--- config.mk ---
export PLATFORM = sky130hd
export DESIGN_NAME = decade_chain_ctrl
export DESIGN_NICKNAME = d
export VERILOG_FILES = /design/src/rtl/decade_ctrl_pkg.sv /design/src/rtl/decade_digit.sv /design/src/rtl/decade_chain_ctrl.sv
export SDC_FILE = /design/constraint.sdc
export NUM_CORES = 1
export LEC_CHECK = 0
export ABC_AREA = 1
export CORE_MARGIN = 4
export CORE_UTILIZATION = 51
export DETAILED_ROUTE_END_ITERATION = 10
export PLACE_DENSITY = 0.79
export SLEW_MARGIN = 20
export SYNTH_ARGS = -nofsm -noshare
export SYNTH_HDL_FRONTEND = slang
export SYNTH_SLANG_ARGS = --single-unit
--- constraint.sdc ---
create_clock -name clk -period 1.7 [get_ports clk]
set_input_delay 0.17 -clock clk [delete_from_list [all_inputs] [get_ports clk]]
set_output_delay 0.17 -clock clk [all_outputs]
set_load 0.005 [all_outputs]
--- src/rtl/decade_ctrl_pkg.sv ---
// Shared types and constants for the decade counter chain controller.
// Command opcodes, controller states and BCD digit helpers.
package decade_ctrl_pkg;

  typedef enum logic [1:0] {
    CMD_CLEAR       = 2'b00,
    CMD_LOAD_TARGET = 2'b01,
    CMD_START       = 2'b10,
    CMD_STOP        = 2'b11
  } cmd_op_t;

  typedef enum logic [1:0] {
    ST_IDLE = 2'b00,
    ST_RUN  = 2'b01,
    ST_DONE = 2'b10
  } state_t;

  typedef logic [3:0] bcd_digit_t;

  localparam bcd_digit_t BCD_MAX = 4'd9;

  function automatic logic is_bcd_digit(bcd_digit_t d);
    return d <= BCD_MAX;
  endfunction

endpackage

--- src/rtl/decade_digit.sv ---
// One registered BCD digit: clears, or increments 0..9 with wrap when inc is high.
// carry_out flags a digit sitting at 9 so the next digit can advance with it.
module decade_digit
  import decade_ctrl_pkg::*;
(
  input  logic       clk,
  input  logic       reset,
  input  logic       clr,
  input  logic       inc,
  output logic [3:0] q,
  output logic       carry_out
);

  // NOTE: sequential state uses non-blocking assignments only, so every
  // register samples the pre-edge values of its neighbours.
  always_ff @(posedge clk or posedge reset) begin
    if (reset) begin
      q <= '0;
    end else if (clr) begin
      q <= '0;
    end else if (inc) begin
      q <= (q == BCD_MAX) ? 4'd0 : q + 4'd1;
    end
  end

  assign carry_out = (q == BCD_MAX);

endmodule

--- src/rtl/decade_chain_ctrl.sv ---
// Command-driven sequencer for a chain of cascaded BCD digits with a prescaled
// tick, programmable terminal count, done pulse and optional auto-reload.
module decade_chain_ctrl
  import decade_ctrl_pkg::*;
#(
  parameter int DIGITS   = 2,
  parameter int PRESCALE = 1
) (
  input  logic                  clk,
  input  logic                  reset,
  input  logic                  cmd_valid,
  output logic                  cmd_ready,
  input  logic [1:0]            cmd_op,
  input  logic [4*DIGITS-1:0]   cmd_data,
  input  logic                  auto_reload,
  output logic [4*DIGITS-1:0]   count,
  output logic                  running,
  output logic                  done,
  output logic                  err
);

  localparam int W  = 4 * DIGITS;
  localparam int PW = (PRESCALE > 1) ? $clog2(PRESCALE) : 1;
  localparam logic [PW-1:0] PRESC_LAST   = PW'(PRESCALE - 1);
  localparam logic [W-1:0]  TARGET_RESET = {DIGITS{BCD_MAX}};

  state_t          state, state_next;
  logic [PW-1:0]   presc, presc_next;
  logic [W-1:0]    target, target_next;
  logic            err_next;
  logic            done_next;

  logic            accepted;
  cmd_op_t         op;
  logic            tick;
  logic            halt;
  logic            load_ok;
  logic            count_clr;
  logic            count_adv;
  logic            all_nines;

  logic [DIGITS-1:0] inc;
  logic [DIGITS-1:0] carry;

  // Digit chain: a digit advances only when every lower digit is at 9.
  for (genvar i = 0; i < DIGITS; i++) begin : g_digit
    if (i == 0) begin : g_lsd
      assign inc[i] = count_adv;
    end else begin : g_upper
      assign inc[i] = inc[i-1] && carry[i-1];
    end

    decade_digit u_digit (
      .clk       (clk),
      .reset     (reset),
      .clr       (count_clr),
      .inc       (inc[i]),
      .q         (count[4*i +: 4]),
      .carry_out (carry[i])
    );
  end

  assign all_nines = &carry;
  assign cmd_ready = (state != ST_DONE);
  assign running   = (state == ST_RUN);

  always_comb begin
    load_ok = 1'b1;
    for (int i = 0; i < DIGITS; i++) begin
      if (!is_bcd_digit(cmd_data[4*i +: 4])) load_ok = 1'b0;
    end
  end

  always_ff @(posedge clk or posedge reset) begin
    if (reset) begin
      state  <= ST_IDLE;
      presc  <= '0;
      target <= TARGET_RESET;
      err    <= 1'b0;
      done   <= 1'b0;
    end else begin
      state  <= state_next;
      presc  <= presc_next;
      target <= target_next;
      err    <= err_next;
      done   <= done_next;
    end
  end

  // NOTE: every output of this block gets a default before any branch, so no
  // path can leave a signal unassigned and infer a latch.
  always_comb begin
    state_next  = state;
    presc_next  = presc;
    target_next = target;
    err_next    = err;
    done_next   = 1'b0;
    count_clr   = 1'b0;
    count_adv   = 1'b0;

    accepted = cmd_valid && cmd_ready;
    op       = cmd_op_t'(cmd_op);
    tick     = (state == ST_RUN) && (presc == PRESC_LAST);
    halt     = accepted && ((op == CMD_CLEAR) || (op == CMD_STOP));

    unique case (state)
      ST_RUN: begin
        presc_next = tick ? '0 : presc + PW'(1);
        // Compare uses the registered target, so a same-cycle LOAD cannot affect it.
        if (tick && !halt) begin
          if (count == target) begin
            done_next = 1'b1;
            if (auto_reload) count_clr  = 1'b1;
            else             state_next = ST_DONE;
          end else begin
            count_adv = 1'b1;
            if (all_nines) count_clr = 1'b1;
          end
        end
      end
      ST_DONE: begin
        state_next = ST_IDLE;
        presc_next = '0;
      end
      default: begin
        presc_next = '0;
      end
    endcase

    if (accepted) begin
      unique case (op)
        CMD_CLEAR: begin
          count_clr  = 1'b1;
          count_adv  = 1'b0;
          presc_next = '0;
          err_next   = 1'b0;
          state_next = ST_IDLE;
        end
        CMD_LOAD_TARGET: begin
          if (load_ok) target_next = cmd_data;
          else         err_next    = 1'b1;
        end
        CMD_START: begin
          if (state == ST_IDLE) begin
            state_next = ST_RUN;
            presc_next = '0;
          end
        end
        CMD_STOP: begin
          if (state == ST_RUN) begin
            state_next = ST_IDLE;
            presc_next = '0;
          end
        end
        default: ;
      endcase
    end
  end

endmodule

Word-level counts from Yosys, hierarchy flattened
Index checks and enable logic that the tools add are counted.
Operators by class
  add/sub/neg operators: 3
  reductions and logical operators: 15
  bitwise operators: 1
  muxes and demuxes: 39
  eq/ne operators: 10
  $lt $le $gt $ge: 2
Operator list (number)
  4-bit two-way mux: 6
  1-bit two-way mux: 23
  2-bit two-way mux: 6
  4-bit by 1-bit adder with 4-bit output, second input constant: 2
  4-bit == test, second input constant: 2
  8-bit == test: 1
  4-bit less-or-equal comparator, second input constant: 2
  2-bit == test, second input constant: 3
  2-bit one-hot mux with 3 select lines: 1
  3-bit AND reduction: 2
  2-bit nonzero test: 3
  1-bit logical AND: 5
  2-bit by 1-bit == test with 1-bit output, second input constant: 2
  2-bit zero test: 2
  2-bit inequality test, second input constant: 2
  2-bit one-hot mux with 2 select lines: 1
  1-bit one-hot mux with 3 select lines: 1
  1-bit one-hot mux with 2 select lines: 1
  2-bit AND reduction: 1
  1-bit adder, second input constant: 1
  1-bit zero test: 1
  1-bit logical OR: 1
  1-bit NOT: 1
Storage, ports and cells
  bits in registers: 21
  output and inout port bits: 12

Logic depth before layout (Yosys ltp)
  depth after elaboration: 12
  gate-level depth with buffers: 11
  depth with buffers taken out: 11

Cells and area by module
Synthesis repeated with hierarchy kept, for this count alone.
Second synthesis, totals
  cells, all modules: 186
  area, all modules: 1427.6 um^2
Modules (own cells, without submodules)
  decade_chain_ctrl: times used 1, cells each 114, area each 912.1 um^2, seq. area each 330.3 um^2
  decade_digit: times used 2, cells each 36, area each 257.7 um^2, seq. area each 100.1 um^2

Worst setup path before layout
No wires, ideal clock.
  path kind: register -> register
  start point: reg state[0]
  end point: reg g_digit[1].u_digit.q[0]
  clock period less this slack: 1.573 ns
  setup slack: 0.127 ns
  cell stages (with the launch flop): 12
  arrival time: 1.507 ns
  path through: dfrtp_1 > inv_1 > ha_1 > inv_1 > nand2_1 > o21ai_2 > inv_1 > nand4_1 > nand2_2 > nor2_4 > nand3_1 > nand2_1
Between the ends
  longest elaborated chain between the ends: 11
  elaborated cells on any way between the ends: 18
RTL lines
  start: declaration: RTL line decade_chain_ctrl.sv:27  | state_t state, state_next;
  start signal: assignment: RTL line decade_chain_ctrl.sv:82  | state <= state_next;
  2-bit inequality test *: RTL line decade_chain_ctrl.sv:64  | assign cmd_ready = (state != ST_DONE);
  via cmd_ready: RTL line decade_chain_ctrl.sv:12  | output logic cmd_ready,
  1-bit logical AND *: RTL line decade_chain_ctrl.sv:101  | accepted = cmd_valid && cmd_ready;
  1-bit logical AND: RTL line decade_chain_ctrl.sv:104  | halt = accepted && ((op == CMD_CLEAR) || (op == CMD_STOP));
  1-bit zero test: RTL line decade_chain_ctrl.sv:110  | if (tick && !halt) begin
  1-bit logical AND: RTL line decade_chain_ctrl.sv:110
  1-bit two-way mux: RTL line decade_chain_ctrl.sv:110
  1-bit two-way mux: RTL line decade_chain_ctrl.sv:106  | unique case (state)
  1-bit two-way mux: RTL line decade_chain_ctrl.sv:131  | unique case (op)
  1-bit two-way mux: RTL line decade_chain_ctrl.sv:130  | if (accepted) begin
  1-bit logical AND: RTL line decade_chain_ctrl.sv:50  | assign inc[i] = inc[i-1] && carry[i-1];
  2-bit nonzero test (no line)
  end signal: assignment: RTL line decade_digit.sv:22  | q <= (q == BCD_MAX) ? 4'd0 : q + 4'd1;
  end: declaration: RTL line decade_digit.sv:10  | output logic [3:0] q,
The timed path passes the listed nets; every way through them passes the cells marked *.
A chain may end at the register's enable or synchronous reset.

Worst setup path in the final report
  start point: reg g_digit[1].u_digit.q[1]
  end point: reg g_digit[1].u_digit.q[0]
Between the ends
  longest elaborated chain between the ends: 9
  elaborated cells on any way between the ends: 19
RTL lines
  4-bit == test: RTL line decade_digit.sv:22, decade_digit.sv:26
  2-bit AND reduction: RTL line decade_chain_ctrl.sv:63  | assign all_nines = &carry;
  1-bit two-way mux: RTL line decade_chain_ctrl.sv:117  | if (all_nines) count_clr = 1'b1;
  1-bit two-way mux: RTL line decade_chain_ctrl.sv:111  | if (count == target) begin
  1-bit two-way mux: RTL line decade_chain_ctrl.sv:110
  1-bit two-way mux: RTL line decade_chain_ctrl.sv:106
  1-bit two-way mux: RTL line decade_chain_ctrl.sv:131
  1-bit two-way mux: RTL line decade_chain_ctrl.sv:130
  4-bit two-way mux or 2-bit nonzero test (tied branches)
Parallel ways exist; a longest one is shown, timed or not. The select of a mux whose other input is x is not followed.

==> qor.csv <==
stage,metric,value,unit
final_layout,Filler Cell Count,187,
sta,setup ws final,39.0,ps
drt,Iter 0 DRT Violations,79,
sta,skew final,2.01,ps
power,P_leak,0.000900,uW
drt,DRC Markers,0,
sta,Final min period,1660,ps
drt,Via Count,1336,
floorplanning,number of cell rows,18,
final_layout,Seq. cell area,533,sq um
synth,Ys Warns,0,
final_layout,Final Util,75.5,%
global_routing,vias in the first global route,1316,
clock_network,CTS tree,done,
sta,Fmax achieved,602,MHz
power,worst vdd ir,0.621,mV
power,power density over cell area,716,mW/mm^2
floorplanning,Die Ht,59.3,microns
final_layout,"most common cell after layout, fill and taps aside",nand2_1,
synth,Synth Cell Area,0.00134,sq mm
place,port bufs,25,
drt,drt first pass iters,4,
floorplanning,Ports,26,
clock_network,worst skew pair latency,300,ps
job,MaxCap Viol Count,0,
final_layout,"commonest non-fill, non-tap cells in the layout","31 x nand2_1, 24 x inv_1, 23 x clkdlybuf4s50_1, 20 x buf_4",
final_layout,share of layout cells above drive strength 1,26.5,%
status,run status,finished clean,
sta,final worst-path cycle share,97.7,%
floorplanning,CORE AREA,0.00250,sq mm
worst_setup_path,Worst path max stage delay,490,ps
worst_setup_path,slowest CP cell,dfrtp_1,
synth,post-synth top area share,31.7,%
synth,register area share after synthesis,39.6,%
synth,Synth Instances,173,
floorplanning,die area,0.00351,sq mm
final_layout,antenna diode count,0,
worst_setup_path,crit-path most repeated cell,nand2_1,
drt,routed len/inst,13.4,microns
clock_network,"Clk pin slew, worst setup/hold paths",120,ps
floorplanning,chip width,59.3,microns
clock_network,Root Buffer,clkbuf_4,
final_layout,synth-to-layout area growth,40.9,%
final_layout,fin area,0.00189,sq mm
global_routing,initial antenna violation count,0,
worst_setup_path,CP cell instances,"inv_1, nand2_1, nand2_1, nand2_1, nor2_1, nand2_2, nand3_2, nand2_2, nor2_4, nand3_1, nand2_1",
hold_path,Hold Crit Class,in2async,
synth,post-synthesis register bit count,21,
power,Pwr Total,1350,uW
synth,Synthesized Nets,196,
global_routing,GR Overflow Total,0,
place,GP Congestion,0.863,
sta,Final Hold Fails,0,
global_routing,first-pass GRT wire length,5.67,mm
worst_setup_path,maximum fanout along the worst path,6,
place,placed cell areas,0.00175,sq mm
worst_setup_path,worst endpoint required time,1950,ps
place,DP HPWL,2.47,mm
floorplanning,Initial Utilization,53.6,%
clock_network,Max clock buf depth,2,
worst_setup_path,critical path type,reg2reg,
clock_network,hold_buf cts,0,
final_layout,NumNets Final,247,
worst_setup_path,Worst setup EP type,flop,
sta,final setup violation count,0,
drt,Routed WL,3.39,mm
final_layout,multi-input combinational cell area,772,sq um
sta,setup tns final,0,ps
sta,fin. max-slew vios,0,
drt,number of nets with antenna violations after routing,0,
global_routing,total track usage,21.1,%
drt,Via density,5.28,
synth,synthesized area per cell,7.75,sq um
clock_network,H-tree Lvls,1,
worst_setup_path,critical path startpoint category,flop,
synth,post-synth cell types,29,
global_routing,largest net degree at the start of global routing,22,
worst_setup_path,CP arrival,1910,ps
sta,RSZ-0062 raised after global routing,yes,
clock_network,Sink Count,21,
synth,Area contributors post-synth,"dfrtp_1 32%, nand2_1 9.2%, ha_1 8.4%",
synth,dominant cell type by area after synthesis,dfrtp_1,
place,Post-Place Worst Slack,-284,ps
clock_network,CTS Buf Count,3,
==> cell usage after synthesis (all sizes together) <==
master    n
ha        9
xor2      2
a211oi    1
nand3b    2
nand4     4
conb      1
xnor2     4
o2111ai   1
a21oi     8
a21boi    1
clkbuf    1
nand3    21
or2       1
nand2    35
nor2     19
nor3b     1
dfrtp    17
mux2      1
o211ai    1
a32o      1
nor3      1
dfstp     4
inv      29
o21ai     8
==> metal layers <==
| layer | vias to the layer above | global-route usage (%) | part of all wire, % |
|---|---|---|---|
| li1 | 660 | - | - |
| met1 | 637 | 24.0 | 41 |
| met2 | 31 | 38.2 | 54 |
| met3 | 8 | 3.49 | 3.5 |
| met4 | 0 | 9.06 | 1.9 |
| met5 | - | 0 | 0 |
==> worst max-delay path, delay by kind of cell, from the launching register on <==
kind	cells	cell delay, ps
simple gates	10	1010
flops	1	490
buf+inv	1	120
==> sequential cells by signal, indices dropped and copies added (netlist names) <==
name               cells
g_digit.u_digit.q      8
target                 8
state                  2
done                   1
err                    1
presc                  1
==> logic make-up after synthesis <==
family / Yosys count / synth area share (%)
AO/OA/AOI/OAI: 21 / 9.34
XOR/XNOR: 6 / 3.92
adder cells (fa/ha/maj): 9 / 8.40
buffers and inverters: 30 / 8.40
flip-flops: 21 / 39.6
multiplexers: 1 / 0.840
other: 1 / 0.280
AND/OR/NAND/NOR: 84 / 29.2
==> layout make-up <==
cell class	instances	share of cell area, %
repair buffers	46	21.7
multi-input cells	123	40.9
clock inverters	1	0.265
well taps	30	1.99
flip-flops and latches	21	28.2
clock buffers	3	1.19
inverters	29	5.77
==> timing repair <==
item / CTS / global route
gates cloned: 1 / 0
setup buffers: 2 / 2
pin swaps: 2 / 10
resized for setup: 8 / 18
endpoints found under the setup margin: 8 / 19
==> worst paths after layout <==
kind,slack [ps],to,cells past startpoint,start
setup reg to reg,40,g_digit[1].u_digit.q[0]$_DFFE_PP0P_,11,g_digit[1].u_digit.q[1]$_DFFE_PP0P_
setup / recovery,40,g_digit[1].u_digit.q[0]$_DFFE_PP0P_,11,g_digit[1].u_digit.q[1]$_DFFE_PP0P_
hold reg to reg,510,target[4]$_DFFE_PP1P_,2,target[4]$_DFFE_PP1P_
min in group clk,400,target[0]$_DFFE_PP1P_,3,cmd_data[0]
max in group asynchronous,1220,target[7]$_DFFE_PP1P_,3,reset
hold / removal,200,err$_DFFE_PP0P_,3,reset
==> per-stage QoR <==
step           hold slack (ps)  cells
3_3_place_gp               473    244
5_1_grt                    240    253
4_1_cts                    213    251
6_report                   199    253
3_5_place_dp               487    244
2_1_floorplan              144    173
==> power breakdown <==
group          internal, uW  total [uW]  switching, uW
clock network          87.7         248            160
registers               587         642           54.7
logic                   232         463            231
No activity file was read; power rests on OpenSTA's default activity.
